## src/rtl/key_pkg.sv

```systemverilog
// Shared definitions for the panel-key debouncer.
// Contents:
//   key_state_e - per-channel debounce FSM state
//   KEY_E/U/D/L/R - bit index of each panel key in the key vectors
//   max3() - helper used to size the shared down-counter
package key_pkg;

    typedef enum logic [1:0] {
        StIdle,
        StPressWait,
        StHeld,
        StReleaseWait
    } key_state_e;

    localparam int unsigned KEY_E = 0;
    localparam int unsigned KEY_U = 1;
    localparam int unsigned KEY_D = 2;
    localparam int unsigned KEY_L = 3;
    localparam int unsigned KEY_R = 4;

    function automatic int unsigned max3(input int unsigned a, input int unsigned b,
                                         input int unsigned c);
        int unsigned m;
        m = (a > b) ? a : b;
        m = (m > c) ? m : c;
        return m;
    endfunction

endpackage

```

## src/rtl/key_debounce_ch.sv

```systemverilog
// One debounced key channel: two-flop synchronizer, four-state FSM and a
// saturating down-counter. Emits a one-cycle press pulse on confirmed release.
// Optional feature macro: KEY_REPEAT_EN (auto-repeat while held; release after
// any repeat pulse is then silent).
// Ports:
//   clkin          clock
//   rst            asynchronous active-high reset
//   i_key_n        raw key pad, low = pressed
//   o_level        debounced state, 1 = held
//   o_press        registered one-cycle action pulse
//   o_press_next   next-cycle value of o_press (lets the top register an OR
//                  that lines up with o_press)
module key_debounce_ch
    import key_pkg::*;
#(
    parameter int unsigned DEB_CYCLES    = 1000000,
    parameter int unsigned REPEAT_DELAY  = 25000000,
    parameter int unsigned REPEAT_PERIOD = 10000000
) (
    input  logic clkin,
    input  logic rst,
    input  logic i_key_n,
    output logic o_level,
    output logic o_press,
    output logic o_press_next
);

    localparam int unsigned CNT_W = $clog2(max3(DEB_CYCLES, REPEAT_DELAY, REPEAT_PERIOD) + 1);

    // The load value is one less than the window because the cycle that sees
    // the counter at zero is itself the last stable cycle of the window.
    localparam logic [CNT_W-1:0] DEB_LOAD = CNT_W'(DEB_CYCLES - 1);
`ifdef KEY_REPEAT_EN
    localparam logic [CNT_W-1:0] DELAY_LOAD  = CNT_W'(REPEAT_DELAY - 1);
    localparam logic [CNT_W-1:0] PERIOD_LOAD = CNT_W'(REPEAT_PERIOD - 1);
`endif

    logic [1:0]       r_sync;
    logic             w_key_s;
    key_state_e       r_state;
    key_state_e       w_state_d;
    logic [CNT_W-1:0] r_cnt;
    logic [CNT_W-1:0] w_cnt_d;
    logic             r_level;
    logic             w_level_d;
    logic             r_press;
    logic             w_press_d;
`ifdef KEY_REPEAT_EN
    logic             r_rep_fired;
    logic             w_rep_fired_d;
`endif

    assign w_key_s = r_sync[1];

    always_ff @(posedge clkin or posedge rst) begin
        if (rst) begin
            r_sync  <= 2'b11;
            r_state <= StIdle;
            r_cnt   <= '0;
            r_level <= 1'b0;
            r_press <= 1'b0;
        end else begin
            r_sync  <= {r_sync[0], i_key_n};
            r_state <= w_state_d;
            r_cnt   <= w_cnt_d;
            r_level <= w_level_d;
            r_press <= w_press_d;
        end
    end

`ifdef KEY_REPEAT_EN
    always_ff @(posedge clkin or posedge rst) begin
        if (rst) begin
            r_rep_fired <= 1'b0;
        end else begin
            r_rep_fired <= w_rep_fired_d;
        end
    end
`endif

    always_comb begin
        w_state_d = r_state;
        w_cnt_d   = r_cnt;
        w_level_d = r_level;
        w_press_d = 1'b0;
`ifdef KEY_REPEAT_EN
        w_rep_fired_d = r_rep_fired;
`endif
        case (r_state)
            StIdle: begin
                if (!w_key_s) begin
                    w_state_d = StPressWait;
                    w_cnt_d   = DEB_LOAD;
                end
            end
            StPressWait: begin
                if (w_key_s) begin
                    w_state_d = StIdle;
                    w_cnt_d   = '0;
                end else if (r_cnt == '0) begin
                    w_state_d = StHeld;
                    w_level_d = 1'b1;
`ifdef KEY_REPEAT_EN
                    w_cnt_d   = DELAY_LOAD;
`endif
                end else begin
                    w_cnt_d = r_cnt - CNT_W'(1);
                end
            end
            StHeld: begin
                if (w_key_s) begin
                    w_state_d = StReleaseWait;
                    w_cnt_d   = DEB_LOAD;
                end
`ifdef KEY_REPEAT_EN
                else if (r_cnt == '0) begin
                    w_press_d     = 1'b1;
                    w_rep_fired_d = 1'b1;
                    w_cnt_d       = PERIOD_LOAD;
                end else begin
                    w_cnt_d = r_cnt - CNT_W'(1);
                end
`endif
            end
            StReleaseWait: begin
                if (!w_key_s) begin
                    // Release bounce: back to held, level untouched.
                    w_state_d = StHeld;
`ifdef KEY_REPEAT_EN
                    w_cnt_d   = r_rep_fired ? PERIOD_LOAD : DELAY_LOAD;
`else
                    w_cnt_d   = '0;
`endif
                end else if (r_cnt == '0) begin
                    w_state_d = StIdle;
                    w_level_d = 1'b0;
`ifdef KEY_REPEAT_EN
                    w_press_d     = !r_rep_fired;
                    w_rep_fired_d = 1'b0;
`else
                    w_press_d = 1'b1;
`endif
                end else begin
                    w_cnt_d = r_cnt - CNT_W'(1);
                end
            end
            default: begin
                w_state_d = StIdle;
                w_cnt_d   = '0;
            end
        endcase
    end

    assign o_level      = r_level;
    assign o_press      = r_press;
    assign o_press_next = w_press_d;

endmodule

```

## src/rtl/key_pulse_gen.sv

```systemverilog
// Debounces and edge-detects the active-low panel keys feeding the countdown
// timer FSM. Each key gets an independent key_debounce_ch; any_press is the
// registered OR of all press pulses, aligned with press.
// Optional feature macro: KEY_REPEAT_EN (auto-repeat while a key is held).
// Ports:
//   clkin      sole clock
//   rst        asynchronous active-high reset
//   keys_n     raw key pads, low = pressed ([0]=enter,[1]=up,[2]=down,
//              [3]=left,[4]=right)
//   level      debounced key state, 1 = held
//   press      one-cycle pulse per accepted key action
//   any_press  OR of press, same cycle
module key_pulse_gen
    import key_pkg::*;
#(
    parameter int unsigned NKEYS         = 5,
    parameter int unsigned DEB_CYCLES    = 1000000,
    parameter int unsigned REPEAT_DELAY  = 25000000,
    parameter int unsigned REPEAT_PERIOD = 10000000
) (
    input  logic             clkin,
    input  logic             rst,
    input  logic [NKEYS-1:0] keys_n,
    output logic [NKEYS-1:0] level,
    output logic [NKEYS-1:0] press,
    output logic             any_press
);

    logic [NKEYS-1:0] w_press_next;
    logic             r_any_press;

    for (genvar g = 0; g < NKEYS; g++) begin : g_ch
        key_debounce_ch #(
            .DEB_CYCLES    (DEB_CYCLES),
            .REPEAT_DELAY  (REPEAT_DELAY),
            .REPEAT_PERIOD (REPEAT_PERIOD)
        ) u_ch (
            .clkin        (clkin),
            .rst          (rst),
            .i_key_n      (keys_n[g]),
            .o_level      (level[g]),
            .o_press      (press[g]),
            .o_press_next (w_press_next[g])
        );
    end

    // Built from the channels' next-press values so it rises with press.
    always_ff @(posedge clkin or posedge rst) begin
        if (rst) begin
            r_any_press <= 1'b0;
        end else begin
            r_any_press <= |w_press_next;
        end
    end

    assign any_press = r_any_press;

endmodule

```

## config.mk

```make
export PLATFORM = sky130hd
export DESIGN_NAME = key_pulse_gen
export DESIGN_NICKNAME = d
export VERILOG_FILES = /design/src/rtl/key_pkg.sv /design/src/rtl/key_debounce_ch.sv /design/src/rtl/key_pulse_gen.sv
export SDC_FILE = /design/constraint.sdc
export NUM_CORES = 1
export LEC_CHECK = 0
export ABC_AREA = 0
export BUFFER_PORTS_ARGS = -buffer_cell sky130_fd_sc_hd__buf_2
export CAP_MARGIN = 20
export CELL_PAD_IN_SITES_DETAIL_PLACEMENT = 1
export CELL_PAD_IN_SITES_GLOBAL_PLACEMENT = 2
export CORE_MARGIN = 4
export CORE_UTILIZATION = 43
export CTS_BUF_LIST = sky130_fd_sc_hd__clkbuf_16
export DETAILED_ROUTE_END_ITERATION = 6
export MAX_ROUTING_LAYER = met4
export PLACE_DENSITY = 0.87
export SETUP_SLACK_MARGIN = 0.1
export SKIP_CTS_REPAIR_TIMING = 1
export SLEW_MARGIN = 40
export SYNTH_ARGS = -nofsm -noshare
export SYNTH_HDL_FRONTEND = slang
export SYNTH_SLANG_ARGS = --single-unit
```

## constraint.sdc

```tcl
create_clock -name clkin -period 8.5 [get_ports clkin]
set_input_delay 1.275 -clock clkin [delete_from_list [all_inputs] [get_ports clkin]]
set_output_delay 1.275 -clock clkin [all_outputs]
set_load 0.05 [all_outputs]
```

; Word-level counts from Yosys, hierarchy flattened
; Index checks and enable logic that the tools add are counted.
[op_classes]
n_div = 0
n_mux = 105
reduce_logical = 31
eq_ne = 55
shifts = 0
bitwise_logic = 0
n_mul = 0
n_lt_le_gt_ge = 0
addsub = 5
[op_table]
columns = operator, n
row1 = $mux W25, 25
row2 = $pmux W25 S4, 5
row3 = $logic_not A25 Y1, 5
row4 = $sub A25 B1 Y25 const B, 5
row5 = $mux W2, 30
row6 = $ne A2 B1 Y1 const B, 20
row7 = $pmux W2 S4, 5
row8 = $mux W1, 35
row9 = $reduce_and A5 Y1, 5
row10 = $eq A2 B2 Y1 const B, 10
row11 = $ne A2 B2 Y1 const B, 10
row12 = $reduce_and A4 Y1, 5
row13 = $ne A3 B1 Y1 const B, 5
row14 = $ne A3 B3 Y1 const B, 5
row15 = $eq A2 B1 Y1 const B, 5
row16 = $logic_not A2 Y1, 5
row17 = $pmux W1 S2, 5
row18 = $reduce_and A2 Y1, 5
row19 = $reduce_bool A2 Y1, 5
row20 = $reduce_or A5 Y1, 1
[word_totals]
in_bits = 7
ram_bits = 0
out_inout_bits = 11
latchBits = 0
regBits = 156
rom_bits = 0
n_memories = 0

; Depth between registers and ports, before layout
; Gate-level depths: netlist (run 1).
[depth]
word_depth = 5
depth_mapped = 9
mapped_depth_nobuf = 7

; Cells and area by module
; A second synthesis (run 1) with hierarchy kept.
[hier_totals]
hier_cells = 1019
area_unflattened_um2 = 9155.0
[by_module_without_submodules]
columns = module, n_inst, cells_per_inst, area_per_inst_um2, seq_area_each_um2
row1 = key_debounce_ch at g_ch[2].u_ch ..., 2, 213, 1879.3, 778.2
row2 = key_debounce_ch at g_ch[0].u_ch ..., 2, 194, 1774.2, 778.2
row3 = key_debounce_ch at g_ch[4].u_ch, 1, 200, 1806.7, 778.2
row4 = key_pulse_gen, 1, 5, 41.3, 25.0

; Worst setup path after synthesis (run 1)
; OpenSTA, ideal clock, no wires.
[synth_path]
path_type = reg-to-reg
start = register g_ch[1].u_ch.r_cnt[2]
end = register g_ch[1].u_ch.r_cnt[23]
required_ns = 8.363
period_less_slack_ns = 2.581
arrival_ns = 2.444
slack_ns = 5.919
path_stages_with_launch = 7
setup_time_ns = 0.137
path_cell_list = dfrtp_1 > or4_1 > buf_2 > or4_1 > or4_4 > o311ai_0 > nand3_1
[synth_via]
elab_chain_cells = 4
word_cells_on_any_way = 6
classes_between = 1 x add/sub / 4 x mux / 1 x reduce/logical
[synth_lines]
columns = item, line_no
row1 = start: declaration, key_debounce_ch.sv:42  ; logic [CNT_W-1:0] r_cnt;
row2 = start signal: assignment, key_debounce_ch.sv:65  ; r_cnt <= w_cnt_d;
row3 = $sub A25 B1 Y25 / $logic_not A25 Y1 (equally long branches), --
row4 = $mux W25 (*), "key_debounce_ch.sv:100, key_debounce_ch.sv:134"
row5 = $mux W25 (on tied branches), "key_debounce_ch.sv:126, key_debounce_ch.sv:97"
row6 = $pmux W25 S4 (*), key_debounce_ch.sv:89  ; case (r_state)
; Every way passes the cells marked *; elsewhere a longest branch is shown, timed or not.
; A chain may end at the register's enable or synchronous reset.

; Final worst setup path (run 1)
; Same ends and word-level chain as after synthesis.

==> out/metrics.yaml, run 1 <==
synthesis:
  synth.ff_latch_count: 156
  synth_top_cell_by_area: "dfrtp_1"
  yosysWarnings: 0
  synth.top_cell.area_share: 0.407
  synth-edff-count: 0
  syn_area_mm2: 0.00897
  syn_area_per_cell_um2: 9.00
  ys_seq_area_frac: 0.437
  syn_inst: 997
  synthArstFlopShare: 1.00
  synth.area.top_cells: "dfrtp_1, nor2_1, o22ai_1, nand2_1, xnor2_1"
  synth-main-ff-cell: "dfrtp_1"
  syn_nets: 1009
  synth.distinct_cells: 71
clock_tree:
  numCtsBuffers: 17
  cts_tree: "yes"
  clk_pin_slew_ns: 0.06
  clock-sinks: 156
  clock_latency_ns: 0.42
  root_buffer: "clkbuf_16"
  clock_path_buffers: 2
  htree_levels: 4
detailed_routing:
  wl_per_cell_um: 19.0
  num_vias: 7732
  ant_nets: 0
  wirelength_um: 24100
  initialDrtViolationCount: 359
  drc: 0
  viasPerCell: 6.10
  drt_pre_antenna_iters: 5
die:
  coreArea_mm2: 0.0204
  num_rows: 52
  fp.dieH_um: 152
  start_util: 0.440
  die_area_mm2: 0.0232
  die_w_um: 152
  ios: 18
sta:
  final_hold_viol_count: 0
  max_freq_ghz: 0.335
  finalSetupTns_ns: 0
  timing.slew.headroom: 0.460
  fin_crit_sh: 0.351
  finalSetupViolations: 0
  skew_ns: 0.0102
  layout_min_cycle_time_ns: 2.99
  worst_pin_slew_ns: 0.804
  slew_violations: 0
  rsz0062_at_grt: "false"
setup_path:
  cp_max_fo: 11
  crit_path_end_kind: "flop"
  worstSetupPathType: "reg -> reg"
  crit_start: "g_ch[1].u_ch.r_cnt[2]"
  worstPathRequired_ns: 8.79
  worstReg2RegStart: "g_ch[1].u_ch.r_cnt[2]"
  start_kind: "flop"
  arrival_ns: 3.27
layout:
  final_nets: 997
  fin_area_mm2: 0.00987
  drive_above_1_share: 0.106
  final_core_utilization: 0.485
  syn2layout_area_growth_pct: 10.0
  diodes: 0
placement:
  dpl.hpwl_um: 16000
  finalWeightedCongestion: 0.817
  place_area_mm2: 0.00930
  io_buffers: 17
grt:
  grt_pass1_wl_um: 40500
  track_usage: 0.212
  grt_pass1_vias: 7819
  antenna_found_initial: 0
  grt_max_degree: 88
  grt_remaining_overflow: 0
pwr:
  power_mw: 1.85
  worst_ir_drop_vdd_v: 0.000121
  power_density_mw_per_mm2: 187
  leakagePower_nw: 3.84
job:
  maxCapViolCount: 0
min_path:
  worstHoldStart: "g_ch[1].u_ch.r_sync[0]"
  worstHoldPathType: "reg -> reg"
run_status:
  status: "finished clean"
per-layer routing:
metal / global-route usage / wire length (um) / vias to the layer above
li1: - / - / 3725
met1: 0.276 / 11500 / 3916
met2: 0.354 / 11900 / 69
met3: 0.0307 / 382 / 22
met4: 0.0492 / 238 / 0
met5: - / 0 / -
metrics by stage:
step / hold slack, ns / cells / setup slack [ns]
final: 0.355 / 1268 / 5.51
after global routing: 0.360 / 1268 / 5.29
after CTS: 0.357 / 1268 / 5.51
after detailed placement: 0.347 / 1236 / 5.53
after global placement: 0.347 / 1236 / 5.50
after floorplan: 0.345 / 997 / 3.04
state kept, by name, summed over array words and instances (netlist names), named ones only:
name / cells
any_press: 1
g_ch.u_ch.o_level: 5
g_ch.u_ch.o_press: 5
g_ch.u_ch.r_cnt: 125
g_ch.u_ch.r_state: 5
g_ch.u_ch.r_sync: 10
kinds of logic after synthesis:
logic type	synth area share
simple gates	0.242
compound gates	0.204
flops	0.437
buf+inv	0.0437
xor+xnor	0.0605
mux	0.00572
fa+ha+maj	0.00698
layout by cell type, fill, tap and decap left out, drive strengths merged, types with 33 or more instances in the layout:
cell     n
dfrtp  146
nand3   37
nor3    35
nor2    94
inv     33
o21ai   45
xnor2   33
o22ai   48
nand2   78
buf     33
layout make-up:
| class | instances | area [um2] |
|---|---|---|
| inverter | 30 | 120 |
| clock buffer | 17 | 425 |
| clock inverter | 15 | 133 |
| sequential | 156 | 3920 |
| timing repair buffer | 33 | 209 |
| multi-input combinational | 747 | 4730 |
| tap | 270 | 338 |
| fill | 2329 | 10500 |
power by group:
| group | total, mW | switching, mW | leakage (nW) | internal (mW) |
|---|---|---|---|---|
| Clock | 0.743 | 0.316 | 0.280 | 0.427 |
| Combinational | 0.252 | 0.155 | 1.59 | 0.0966 |
| Sequential | 0.852 | 0.0636 | 1.98 | 0.789 |
| Total | 1.85 | 0.535 | 3.84 | 1.31 |
final timing paths:
check,endpoint,slack (ns),depth (start not counted)
max in group asynchronous,g_ch[2].u_ch.r_cnt[22],6.49,3
worst min register to register,g_ch[1].u_ch.r_sync[1],0.36,0
worst max-delay path,g_ch[1].u_ch.r_cnt[23],5.51,5
worst min-delay path,g_ch[1].u_ch.r_sync[1],0.36,0
min in group asynchronous,g_ch[4].u_ch.o_press,0.96,2
worst max register to register,g_ch[1].u_ch.r_cnt[23],5.51,5
synthesized netlist by cell type (all sizes together) (12+ instances only):
library cell and instances:
dfrtp 146, nor2 94, nand2 78, clkbuf 52
o22ai 48, o21ai 45, nand3 37, nor3 35
xnor2 33, a21oi 30, inv 30, xor2 29
nor4 28, o211ai 27, or3 26, or4 26
a31oi 20, nand4 16, buf 12
worst max-delay path, stage by stage (launching register included):
cell and delay (ns):
dfrtp_1 0.42, or4_1 0.68, or4_1 0.72, or4_4 0.59
o311ai_0 0.32, nand3_1 0.11
Note: power is estimated with default switching activity, not from simulation.
==> inputs of run 2 (changes only) <==
--- a/config.mk
+++ b/config.mk
@@ -11,11 +11,11 @@
 export CELL_PAD_IN_SITES_DETAIL_PLACEMENT = 1
 export CELL_PAD_IN_SITES_GLOBAL_PLACEMENT = 2
 export CORE_MARGIN = 4
-export CORE_UTILIZATION = 43
+export CORE_UTILIZATION = 40
 export CTS_BUF_LIST = sky130_fd_sc_hd__clkbuf_16
 export DETAILED_ROUTE_END_ITERATION = 6
 export MAX_ROUTING_LAYER = met4
-export PLACE_DENSITY = 0.87
+export PLACE_DENSITY = 0.82
 export SETUP_SLACK_MARGIN = 0.1
 export SKIP_CTS_REPAIR_TIMING = 1
 export SLEW_MARGIN = 40
==> constraint.sdc (replaced) <==
create_clock -name clkin -period 2.8 [get_ports clkin]
set_input_delay 0.42 -clock clkin [delete_from_list [all_inputs] [get_ports clkin]]
set_output_delay 0.42 -clock clkin [all_outputs]
set_load 0.05 [all_outputs]
==> run 2 against run 1 <==
Against the previous run: power increased to 3.0 times the previous value; clock power grew to 2.9 times the previous value; setup slack worse by 5.3 ns; clock skew down 0.0021 ns; register-to-register slack worse by 5.3 ns; critical path depth unchanged; fmax is 16% higher; sequential share of layout area is 1.3 points lower; first-iteration DRC count is 20% higher; design area up 3.4%; sequential power rose to 3.0 times the previous value; largest power group unchanged; highest routed layer unchanged.
==> out/metrics.yaml, run 2 (same netlist as run 1, synthesis figures left out) <==
layout:
  seqCellArea_mm2: 0.00392  # unchanged
  final_nets: 1038  # was 997
  fillers: 2516  # was 2329
  final_common_cell: "dfrtp_1"  # unchanged
  top_register: "g_ch.u_ch.r_cnt"  # unchanged
  multi_input_area_mm2: 0.00470  # was 0.00473 mm2
  largest_reg_flops: 125  # unchanged
  diodes: 0  # unchanged
  drive_above_1_share: 0.143  # was 0.106
  final_cell_mix: "dfrtp_1, nor2_1, nand2_1"  # unchanged
  reg.largest.list: "g_ch.u_ch.r_cnt x125, g_ch.u_ch.r_sync x10"  # unchanged
  syn2layout_area_growth_pct: 13.7  # was 10.0%
detailed_routing:
  ant_nets: 0  # unchanged
  wl_per_cell_um: 18.1  # was 19.0 um
  num_vias: 7813  # was 7732
  wirelength_um: 23900  # was 24100 um
  drt_pre_antenna_iters: 4  # was 5
  viasPerCell: 5.92  # was 6.10
  initialDrtViolationCount: 431  # was 359
  drc: 0  # unchanged
sta:
  layout_min_cycle_time_ns: 2.57  # was 2.99 ns
  final_hold_viol_count: 0  # unchanged
  slew_violations: 0  # unchanged
  rsz0062_at_grt: "true"  # was false
  finalSetupTns_ns: 0  # unchanged
  skew_ns: 0.00813  # was 0.0102 ns
  finalSetupViolations: 0  # unchanged
  max_freq_ghz: 0.389  # was 0.335 GHz
  worst_slack_ns: 0.228  # was 5.51 ns
  worst_pin_slew_ns: 0.799  # was 0.804 ns
  fin_crit_sh: 0.919  # was 0.351
  timing.slew.headroom: 0.465  # was 0.460
die:
  start_util: 0.408  # was 0.440
  die_w_um: 158  # was 152 um
  die_area_mm2: 0.0249  # was 0.0232 mm2
  fp.dieH_um: 158  # was 152 um
  coreArea_mm2: 0.0220  # was 0.0204 mm2
  num_rows: 54  # was 52
  ios: 18  # unchanged
placement:
  io_buffers: 17  # unchanged
  dpl.hpwl_um: 16700  # was 16000 um
  finalWeightedCongestion: 0.780  # was 0.817
  dp_slack_ns: 0.163  # was 5.53 ns
setup_path:
  worstPathRequired_ns: 3.17  # was 8.79 ns
  crit_path_end_kind: "flop"  # unchanged
  cp_max_fo: 6  # was 11
  critPathBufInv: 0  # unchanged
  worstSetupPathType: "reg -> reg"  # unchanged
  crit_chain: "or4_4 -> or4_1 -> or4_4 -> or3_1 -> nand3_1"  # was or4_1 -> or4_1 -> or4_4 -> o311ai_0 -> nand3_1
  start_kind: "flop"  # unchanged
  max_stage_delay_ns: 0.57  # was 0.72 ns
  slowest_stage: "or4_4"  # was or4_1
  timing.critical_path.mode_cell: "or4_4"  # was or4_1
  path_delay_family: "simple AND/OR/NAND/NOR gates"  # unchanged
  arrival_ns: 2.94  # was 3.27 ns
run_status:
  status: "finished clean"  # unchanged
grt:
  grt_remaining_overflow: 0  # unchanged
  antenna_found_initial: 0  # unchanged
  track_usage: 0.210  # was 0.212
  grt_pass1_vias: 7977  # was 7819
  grt_pass1_wl_um: 41600  # was 40500 um
  grt_max_degree: 40  # was 88
clock_tree:
  htree_levels: 4  # unchanged
  root_buffer: "clkbuf_16"  # unchanged
  clock_path_buffers: 2  # unchanged
  clock_latency_ns: 0.43  # was 0.42 ns
  cts_tree: "yes"  # unchanged
  clock-sinks: 156  # unchanged
  numCtsBuffers: 17  # unchanged
  clk_pin_slew_ns: 0.07  # was 0.06 ns
pwr:
  power_density_mw_per_mm2: 545  # was 187 mW/mm2
  power.internal_mw: 3.87  # was 1.31 mW
  pwr-share-comb: 0.146  # was 0.136
  worst_ir_drop_vdd_v: 0.000374  # was 0.000121 V
  leakagePower_nw: 4.03  # was 3.84 nW
  sw_frac_of_total: 0.304  # was 0.289
  p_switching_mw: 1.69  # was 0.535 mW
  power_frac_clock: 0.389  # was 0.402
  power_frac_seq: 0.466  # was 0.462
job:
  maxCapViolCount: 0  # unchanged
min_path:
  worstHoldPathType: "in -> async"  # was reg -> reg
==> run 2: cell count changes in the layout (fill, tap and decap cells not counted), moves of 3 or more <==
cell | previous run | this run
buf_4 | 15 | 53
clkinv_2 | 5 | 1
clkinv_4 | 1 | 5
clkinvlp_4 | 2 | 6
buf_12 | 0 | 3
nor4_1 | 22 | 25
==> run 2: per-stage QoR <==
stage	hold slack, ns	instances	power (mW)	cell area [um2]	utilization
CTS	0.0159	1319	5.63	10200	0.464
global route	0.0355	1319	5.87	10200	0.465
finish	0.0245	1319	5.56	10200	0.465
detailed placement	0.347	1287	3.44	9640	0.439
floorplan	0.345	997	3.16	8970	-
global placement	0.347	1286	3.41	9610	0.437
==> run 2: worst register-to-register path, cell delays in order (launching register included) <==
cell     delay, ns
dfrtp_1       0.43
or4_4         0.57
or4_1         0.52
or4_4         0.55
or3_1         0.36
nand3_1       0.09
==> run 2: area by class of cell <==
class                      count  area share
clock buffer                  17      0.0417
clock inverter                15      0.0114
inverter                      30      0.0114
multi-input combinational    747       0.461
sequential                   156       0.384
tap                          280      0.0343
timing repair buffer          74      0.0559
==> run 2: worst paths after layout <==
path | from | endpoint | slack, ns | depth (start not counted)
max | g_ch[1].u_ch.r_cnt[2] | g_ch[1].u_ch.r_cnt[23] | 0.23 | 5
min | rst | g_ch[4].u_ch.r_cnt[9] | 0.02 | 2
max reg2reg | g_ch[1].u_ch.r_cnt[2] | g_ch[1].u_ch.r_cnt[23] | 0.23 | 5
min reg2reg | g_ch[1].u_ch.r_sync[0] | g_ch[1].u_ch.r_sync[1] | 0.36 | 0
max in group asynchronous | rst | g_ch[2].u_ch.r_cnt[10] | 2.03 | 4
min in group clkin | keys_n[4] | g_ch[4].u_ch.r_sync[0] | 0.08 | 1
==> run 2: metal layers <==
metal | share of wire | track usage | up-vias
met1 | 0.50 | 0.290 | 3897
met5 | 0 | - | -
met4 | 0.0088 | 0.0467 | 0
met3 | 0.023 | 0.0331 | 21
met2 | 0.47 | 0.328 | 75
li1 | - | - | 3820
==> run 2: power by group through the flow <==
stage          Combinational (mW)  Clock [mW]  Sequential (mW)
6_report                    0.810        2.16             2.59
4_1_cts                     0.818        2.23             2.59
5_1_grt                     0.920        2.33             2.62
2_1_floorplan               0.602           0             2.55
3_5_place_dp                0.814           0             2.63
3_3_place_gp                0.788           0             2.62
